[src/rtl/riscv_pkg.sv]
// Shared definitions for the RISC-V fetch front end.
//   PC_W_DEF / INSTR_W_DEF : default address and instruction widths
//   NOP, OP_BRANCH, OP_JAL  : instruction constants used around the fetch stage
//   fetch_entry_t           : {pc, instr} record as buffered by the prefetch queue
//   fetch_state_e           : control FSM states of riscv_fetch_queue
package riscv_pkg;

  localparam int unsigned PC_W_DEF    = 16;
  localparam int unsigned INSTR_W_DEF = 32;

  localparam logic [31:0] NOP       = 32'h0000_0013;
  localparam logic [6:0]  OP_BRANCH = 7'b1100011;
  localparam logic [6:0]  OP_JAL    = 7'b1101111;

  typedef struct packed {
    logic [PC_W_DEF-1:0]    pc;
    logic [INSTR_W_DEF-1:0] instr;
  } fetch_entry_t;

  typedef enum logic [1:0] {
    StReset,
    StRun,
    StFlush
  } fetch_state_e;

endpackage

[src/rtl/fetch_fifo.sv]
// Generic synchronous FIFO used as the fetch prefetch queue.
// Ports:
//   clk_i, rst_i      clock, synchronous active-high reset
//   push_i, wdata_i   write request and data (ignored when full and not popping)
//   pop_i             read request (ignored when empty)
//   flush_i           empties the FIFO; wins over push/pop in the same cycle
//   rdata_o           head entry (undefined content when empty)
//   count_o           number of stored entries
//   full_o, empty_o   occupancy flags
module fetch_fifo #(
  parameter int unsigned WIDTH = 48,
  parameter int unsigned DEPTH = 4
) (
  input  logic                       clk_i,
  input  logic                       rst_i,
  input  logic                       push_i,
  input  logic [WIDTH-1:0]           wdata_i,
  input  logic                       pop_i,
  input  logic                       flush_i,
  output logic [WIDTH-1:0]           rdata_o,
  output logic [$clog2(DEPTH):0]     count_o,
  output logic                       full_o,
  output logic                       empty_o
);

  localparam int unsigned PtrW = $clog2(DEPTH);
  localparam int unsigned CntW = PtrW + 1;
  localparam logic [CntW-1:0] FullCnt = CntW'(DEPTH);

  logic [WIDTH-1:0] mem_q [DEPTH];
  logic [PtrW-1:0]  wr_ptr_q, wr_ptr_d;
  logic [PtrW-1:0]  rd_ptr_q, rd_ptr_d;
  logic [CntW-1:0]  count_q, count_d;
  logic             do_push, do_pop;

  assign full_o  = (count_q == FullCnt);
  assign empty_o = (count_q == '0);
  assign count_o = count_q;
  assign rdata_o = mem_q[rd_ptr_q];

  always_comb begin
    do_pop  = pop_i & ~empty_o;
    // A pop in the same cycle frees the slot a push at full would need.
    do_push = push_i & (~full_o | do_pop);
    wr_ptr_d = wr_ptr_q;
    rd_ptr_d = rd_ptr_q;
    count_d  = count_q;
    if (flush_i) begin
      wr_ptr_d = '0;
      rd_ptr_d = '0;
      count_d  = '0;
    end else begin
      if (do_push) wr_ptr_d = wr_ptr_q + PtrW'(1);
      if (do_pop)  rd_ptr_d = rd_ptr_q + PtrW'(1);
      unique case ({do_push, do_pop})
        2'b10:   count_d = count_q + CntW'(1);
        2'b01:   count_d = count_q - CntW'(1);
        default: count_d = count_q;
      endcase
    end
  end

  always_ff @(posedge clk_i) begin
    if (rst_i) begin
      wr_ptr_q <= '0;
      rd_ptr_q <= '0;
      count_q  <= '0;
    end else begin
      wr_ptr_q <= wr_ptr_d;
      rd_ptr_q <= rd_ptr_d;
      count_q  <= count_d;
    end
  end

  // Storage is not reset; content is only visible through a non-empty head.
  always_ff @(posedge clk_i) begin
    if (!rst_i && !flush_i && do_push) begin
      mem_q[wr_ptr_q] <= wdata_i;
    end
  end

endmodule

[src/rtl/riscv_fetch_queue.sv]
// Instruction-fetch stage: issues in-order word fetches, buffers returned words in a prefetch
// queue and hands {pc, instr, pc+4} to decode over a valid/ready handshake. A redirect flushes
// buffered and in-flight words and restarts fetching at the target.
// Ports:
//   clock, reset                      clock, synchronous active-high reset
//   imem_req, imem_addr               fetch request and 4-aligned byte address
//   imem_rdata, imem_rvalid           response, exactly one cycle after the request
//   redirect_valid, redirect_pc       taken branch/JAL from EX; target bits [1:0] ignored
//   if_valid, if_ready                head handshake towards decode
//   if_instr, if_pc, if_pc_plus4      head contents (all zero while the queue is empty)
// Optional: define RISCV_FETCH_STATS_EN to add saturating counters stat_fetched (words pushed),
//   stat_flushes (redirects) and stat_stalls (cycles with if_valid & !if_ready).
module riscv_fetch_queue
  import riscv_pkg::*;
#(
  parameter int unsigned     PC_W     = PC_W_DEF,
  parameter int unsigned     INSTR_W  = INSTR_W_DEF,
  parameter int unsigned     DEPTH    = 4,
  parameter logic [PC_W-1:0] RESET_PC = '0
) (
  input  logic               clock,
  input  logic               reset,
  output logic               imem_req,
  output logic [PC_W-1:0]    imem_addr,
  input  logic [INSTR_W-1:0] imem_rdata,
  input  logic               imem_rvalid,
  input  logic               redirect_valid,
  input  logic [PC_W-1:0]    redirect_pc,
  output logic               if_valid,
  input  logic               if_ready,
  output logic [INSTR_W-1:0] if_instr,
  output logic [PC_W-1:0]    if_pc,
  output logic [PC_W-1:0]    if_pc_plus4
`ifdef RISCV_FETCH_STATS_EN
  ,
  output logic [31:0]        stat_fetched,
  output logic [31:0]        stat_flushes,
  output logic [31:0]        stat_stalls
`endif
);

  localparam int unsigned     CntW      = $clog2(DEPTH) + 1;
  localparam int unsigned     EntW      = PC_W + INSTR_W;
  localparam logic [PC_W-1:0] PcStep    = PC_W'(4);
  localparam logic [PC_W-1:0] AlignMask = ~PC_W'(3);
  localparam logic [PC_W-1:0] ResetPcAl = RESET_PC & AlignMask;
  localparam logic [CntW:0]   Credit    = (CntW + 1)'(DEPTH);

  fetch_state_e state_q;

  logic [PC_W-1:0] fetch_pc_q, fetch_pc_d;
  logic [PC_W-1:0] inflight_pc_q, inflight_pc_d;
  logic            inflight_q, inflight_d;
  logic            tag_q, tag_d;
  logic            epoch_q, epoch_d;

  logic [CntW:0]      pending;
  logic               issue;
  logic               push, pop;
  logic [EntW-1:0]    head;
  logic [CntW-1:0]    fifo_count;
  logic               fifo_full, fifo_empty;
  logic [PC_W-1:0]    head_pc;
  logic [INSTR_W-1:0] head_instr;

  fetch_fifo #(
    .WIDTH (EntW),
    .DEPTH (DEPTH)
  ) u_fifo (
    .clk_i   (clock),
    .rst_i   (reset),
    .push_i  (push),
    .wdata_i ({inflight_pc_q, imem_rdata}),
    .pop_i   (pop),
    .flush_i (redirect_valid),
    .rdata_o (head),
    .count_o (fifo_count),
    .full_o  (fifo_full),
    .empty_o (fifo_empty)
  );

  assign head_pc    = head[EntW-1:INSTR_W];
  assign head_instr = head[INSTR_W-1:0];

  always_comb begin
    // Buffered plus in-flight words never exceed the queue depth, so a push never meets a full
    // queue without a simultaneous pop.
    pending = {1'b0, fifo_count} + {{CntW{1'b0}}, inflight_q};
    issue   = !reset && !redirect_valid && (pending < Credit);
    // Responses tagged with an older epoch belong to a flushed stream and are dropped.
    push    = !reset && !redirect_valid && imem_rvalid && inflight_q && (tag_q == epoch_q) &&
              (state_q != StFlush) && (!fifo_full || pop);
    pop     = if_valid && if_ready && !redirect_valid;

    fetch_pc_d    = fetch_pc_q;
    inflight_pc_d = inflight_pc_q;
    tag_d         = tag_q;
    inflight_d    = issue;
    epoch_d       = epoch_q ^ redirect_valid;
    if (redirect_valid) begin
      fetch_pc_d = redirect_pc & AlignMask;
    end else if (issue) begin
      fetch_pc_d    = fetch_pc_q + PcStep;
      inflight_pc_d = fetch_pc_q;
      tag_d         = epoch_q;
    end
  end

  always_ff @(posedge clock) begin
    if (reset) begin
      fetch_pc_q    <= ResetPcAl;
      inflight_pc_q <= '0;
      inflight_q    <= 1'b0;
      tag_q         <= 1'b0;
      epoch_q       <= 1'b0;
    end else begin
      fetch_pc_q    <= fetch_pc_d;
      inflight_pc_q <= inflight_pc_d;
      inflight_q    <= inflight_d;
      tag_q         <= tag_d;
      epoch_q       <= epoch_d;
    end
  end

  // FLUSH marks the cycle after a redirect, when nothing of the old stream may enter the queue.
  always_ff @(posedge clock) begin
    if (reset) begin
      state_q <= StReset;
    end else begin
      unique case (state_q)
        StReset: state_q <= redirect_valid ? StFlush : StRun;
        StRun:   state_q <= redirect_valid ? StFlush : StRun;
        StFlush: state_q <= redirect_valid ? StFlush : StRun;
        default: state_q <= StReset;
      endcase
    end
  end

  always_comb begin
    imem_req    = issue;
    imem_addr   = reset ? ResetPcAl : fetch_pc_q;
    if_valid    = !reset && !fifo_empty;
    if_pc       = if_valid ? head_pc : '0;
    if_instr    = if_valid ? head_instr : '0;
    if_pc_plus4 = if_valid ? (head_pc + PcStep) : '0;
  end

`ifdef RISCV_FETCH_STATS_EN
  logic [31:0] fetched_q, flushes_q, stalls_q;

  always_ff @(posedge clock) begin
    if (reset) begin
      fetched_q <= '0;
      flushes_q <= '0;
      stalls_q  <= '0;
    end else begin
      if (push && fetched_q != '1)           fetched_q <= fetched_q + 32'd1;
      if (redirect_valid && flushes_q != '1) flushes_q <= flushes_q + 32'd1;
      if (if_valid && !if_ready && stalls_q != '1) stalls_q <= stalls_q + 32'd1;
    end
  end

  assign stat_fetched = fetched_q;
  assign stat_flushes = flushes_q;
  assign stat_stalls  = stalls_q;
`endif

endmodule

[config.mk]
export PLATFORM = sky130hd
export DESIGN_NAME = riscv_fetch_queue
export DESIGN_NICKNAME = d
export VERILOG_FILES = /design/src/rtl/riscv_pkg.sv /design/src/rtl/fetch_fifo.sv /design/src/rtl/riscv_fetch_queue.sv
export SDC_FILE = /design/constraint.sdc
export NUM_CORES = 1
export LEC_CHECK = 0
export BUFFER_PORTS_ARGS = -buffer_cell sky130_fd_sc_hd__buf_2
export CAP_MARGIN = 15
export CORE_MARGIN = 2
export CORE_UTILIZATION = 50
export CTS_CLUSTER_SIZE = 10
export DETAILED_ROUTE_END_ITERATION = 6
export PLACE_DENSITY_LB_ADDON = 0.2
export REMOVE_ABC_BUFFERS = 1
export SYNTH_ARGS = -nofsm -noshare
export SYNTH_HDL_FRONTEND = slang
export SYNTH_SLANG_ARGS = --single-unit
[constraint.sdc]
create_clock -name clock -period 4.2 [get_ports clock]
set_clock_uncertainty 0.2 [all_clocks]
set_input_delay 0.42 -clock clock [delete_from_list [all_inputs] [get_ports clock]]
set_output_delay 0.42 -clock clock [all_outputs]
set_load 0.1 [all_outputs]
# Yosys cells after proc, flatten, opt, wreduce, memory -nomap -nowiden
# Memories as Yosys holds them, arrays and structs flattened. A register that Yosys moved wholly into a read port is not among the register bits.
# Cells that the tools add are included.
# totals
memories,1
inputBits,53
ff_bits,44
output_inout_bits,82
mem_bits_rw,192
elab_cells,70
# classes
n_bitwise,8
n_addsub,7
muxes,12
n_reduce_logical,24
eq_ne,7
n_lt_le_gt_ge,1
# memory_table
memory,depth,word_bits,read_ports,rd_ports_with_merged_regs,wr,line,source
u_fifo.mem_q,4,48,1,1,1,fetch_fifo.sv:30,logic [WIDTH-1:0] mem_q [DEPTH];
# ops
op,count
$mux W16,5
$add A16 B3 Y16 const B,2
$mux W32,1
$logic_and A1 B1 Y1,11
$mux W2,3
$pmux W3 S2,1
$add A2 B1 Y2 const B,2
$add A3 B1 Y4,1
$eq A2 B1 Y1 const B,2
$eq A2 B2 Y1 const B,2
$logic_not A1 Y1,4
$lt A4 B3 Y1 const B,1
$not A1 Y1,4
$reduce_bool A2 Y1,2
$reduce_or A2 Y1,2
$add A3 B1 Y3 const B,1
$eq A3 B3 Y1 const B,1
$logic_not A3 Y1,1
$reduce_or A3 Y1,1
$sub A3 B1 Y3 const B,1
$and A1 B1 Y1,2
$logic_not A2 Y1,1
$mux W1,2
$ne A2 B2 Y1 const B,1
5 further kinds,5

# Logic depth before layout (Yosys ltp)
# logic_depth
ltp_word,11
mapped_depth,10
depth_no_buf,10

# Cells and area by module
# Synthesis repeated with hierarchy kept, for this count alone.
# hier_totals
hier_cells,622
area_unflattened_um2,9706.8
# modules_own_cells
mod,cells_per_inst,seq_area_each_um2,area_each_um2,n_inst
fetch_fifo,318,5945.7,7487.2,1
riscv_fetch_queue,304,660.6,2219.6,1

# Least setup slack after synthesis
# Ideal clock, no wire load.
# synth_timing
kind,reg-to-output
startpoint,reg (tool-made name)
endpoint,out if_pc_plus4[8]
arrival_ns,3.059
path_stages_with_launch,7
path_buffers,1
slack_ns,0.521
required_ns,3.580
path_cell_list,dfxtp_1 -> buf_6 -> mux4_1 -> ha_1 -> nand3_2 -> or3_1 -> a21oi_1
# synth_rtl
element,line,source
to (decl),riscv_fetch_queue.sv:33,output logic [PC_W-1:0] if_pc_plus4

==> metrics.cfg <==
[synthesis]
async_flop_share_pct = 0
yosysTopAreaCellShare_pct = 59.2
synthTopCellsByArea = edfxtp_1, mux4_2, dfxtp_1, and2_1, mux4_1
synth.avg_cell_area_um2 = 15.6
netlist_top_cells_count = edfxtp_1, and2_1, nand2_1
synth_top_area_cell = edfxtp_1
synthFlopType = edfxtp_1
synth_seq_cells = 226
synth_edf_count = 184
ys_seq_area_share_pct = 68.2
syn_inst = 598
yosys_warnings = 0
syn_area_um2 = 9330
ys_types = 49
synthMostInstantiatedCell = edfxtp_1

[timing]
hold_ws_ns = 0.0276
setup_violations = 0
finalCritPeriodShare_pct = 89.4
hold_violations = 0
timing.fmax_ghz = 0.266
period_needed_ns = 3.75
worst_pin_slew_ns = 0.847
drv_slew = 0
slew-limit-headroom_pct = 43.5
rsz0062_at_grt = false
setup_slack_ns = 0.445

[power]
p_leak_nw = 4.07
power_frac_seq_pct = 52.8
switching_share_pct = 20.8
ir_drop_v = 0.000346
p_total_w = 0.00465
p_comb_share_pct = 4.6
internal-power_w = 0.00368
switchingPower_w = 0.000965
p_per_area_nw_per_um2 = 408
clockPowerShare_pct = 42.6

[place]
place_ws_ns = 0.971
gp_congestion = 0.853
hpwl_um = 11200
postPlaceCellArea_um2 = 10200
port_buffers = 126

[run_status]
status = completed

[critical_path]
required_ns = 3.58
critPathKind = reg2out
cpLargestDelayFamily = flip-flops
cp_slowest_cell = dfxtp_2
r2r_setup_slack_ns = 1.53
start_kind = flop
crit_buf_inv = 1
r2r_start = u_fifo.count_o[0]$_SDFFE_PP0P_
arrival_ns = 3.13
critPathCaptureType = primary output
slowest_delay_ns = 0.73
cp_max_fo = 24
crit_chain = mux4_1 -> ha_1 -> nand3_2 -> or3_1 -> a21oi_1 -> buf_2

[cts]
cts-root-buf = clkbuf_16
cts_buffer_depth = 3
clock_latency_ns = 0.52
cts_tree = yes
htree_levels = 1
cts.reportedPaths.clkPinSlew_ns = 0.05
ctsResizeCount = 0
clock_sinks = 226
numCtsBuffers = 26

[grt]
grt_max_degree = 47
grt_first_pass_wirelength_um = 28700
antenna_found_initial = 0
overflow = 0
grt_pass1_vias = 5640
grt_usage_pct = 18.2

[final_layout]
layout-drive-gt1-share_pct = 27.6
insertedDiodeCount = 0
syn2layout_area_growth_pct = 22.1
stdcell_area_um2 = 11400
nNetsFinal = 835
final_util_pct = 62.7

[drt]
vias = 5510
dr.pass1.iters = 5
drt-total-wl_um = 18200
via_per_inst = 5.39
drc = 0
drt_iter0_markers = 369
wl_per_cell_um = 17.8
antenna_left = 0

[die]
die_w_um = 141
die_area_um2 = 19800
core_area_um2 = 18100
rows = 49
io_pins = 135
die_h_um = 141
start_util_pct = 51.4

[job]
maxCapViolCount = 0

[hold_path]
hold_class = in2reg
hp-start = redirect_pc[5]

-- power by group through the flow --
stage	clock, W	sequential, W	combinational (W)
6_report	0.00198	0.00245	0.000215
4_1_cts	0.00203	0.00245	0.000214
3_5_place_dp	0	0.00250	0.000181
2_1_floorplan	0	0.00249	0.000117
3_3_place_gp	0	0.00250	0.000174
5_1_grt	0.00211	0.00245	0.000230
-- per-stage QoR --
step           instances  TNS (ns)
6_report            1023         0
5_1_grt             1023         0
4_1_cts             1023         0
3_5_place_dp         931         0
3_3_place_gp         931         0
2_1_floorplan        566    -11.69
-- metal layers --
metal	track usage, %	share of wire (%)	up-vias
li1	-	-	2604
met1	23.1	41	2710
met2	33.2	52	171
met3	2.48	5.0	25
met4	5.05	1.7	0
met5	0	0	-
-- placed cells by master (no fill, tap or decap), drive strengths merged, types with 2 or more instances in the layout --
cell | netlist | final
nor4b | 2 | 2
o311ai | 2 | 2
nand4 | 3 | 3
nor3b | 2 | 2
a32oi | 2 | 2
or4 | 3 | 3
and2 | 49 | 49
nor4 | 4 | 4
a21o | 2 | 2
xnor2 | 12 | 12
xor2 | 5 | 5
o21ai | 11 | 11
dfxtp | 42 | 42
nand3 | 9 | 9
a31oi | 7 | 7
nand4b | 2 | 2
ha | 7 | 7
or2 | 2 | 2
or3 | 4 | 4
a22oi | 2 | 2
inv | 14 | 14
mux4 | 46 | 46
nand2 | 47 | 47
nor2 | 38 | 38
a221oi | 3 | 3
and3 | 3 | 3
conb | 1 | 6
dlygate4sd3 | 0 | 44
nor3 | 7 | 7
buf | 18 | 136
a21oi | 30 | 30
nor2b | 12 | 12
edfxtp | 184 | 184
clkbuf | 19 | 47
-- cell families after synthesis --
kind of cell / synth area share, %
mux: 11.5
other cells: 0.0402
buf+inv: 2.67
fa+ha+maj: 1.15
flops: 68.2
compound gates: 3.73
xor+xnor: 1.60
simple gates: 11.0
-- flip-flops by register name, summed over array words and instances, names as in the netlist, named ones only --
| signal | cells |
|---|---|
| epoch_q | 1 |
| fetch_pc_q | 14 |
| inflight_q | 1 |
| u_fifo.count_o | 3 |
| inflight_pc_q | 14 |
| u_fifo.mem_q | 184 |
| tag_q | 1 |
| state_q | 2 |
| u_fifo.wr_ptr_q | 2 |
| u_fifo.rd_ptr_q | 2 |
-- what timing repair did --
| action | CTS | global route |
|---|---|---|
| buffers inserted | 0 | 0 |
| setup endpoints to repair | 0 | 0 |
| hold buffers | 44 | 0 |
| hold endpoints to repair | 140 | 0 |
-- final timing paths --
| check | to | cells after the start |
|---|---|---|
| setup / recovery | if_pc_plus4[8] | 6 |
| hold / removal | fetch_pc_q[5]$_SDFFE_PP0P_ | 3 |
| setup reg to reg | u_fifo.count_o[2]$_SDFFE_PP0P_ | 9 |
| hold reg to reg | state_q[1]$_SDFF_PP0_ | 1 |
-- worst register-to-register path, stage by stage, from the launching register on --
cell,delay [ns]
dfxtp_1,0.35
nor4b_1,0.55
nor4_4,0.15
inv_1,0.09
ha_1,0.20
inv_1,0.07
fa_1,0.37
xor2_1,0.17
or3_1,0.31
a21oi_1,0.14
-- final cells by class --
type | count | area (um2)
fillers | 1373 | 6760
flip-flops and latches | 226 | 6370
multi-input cells | 326 | 2740
repair buffers | 180 | 1180
clock buffers | 47 | 739
well taps | 229 | 287
inverters | 14 | 52.6
clock inverters | 1 | 16.3
Power figures use the tool's default switching activity.
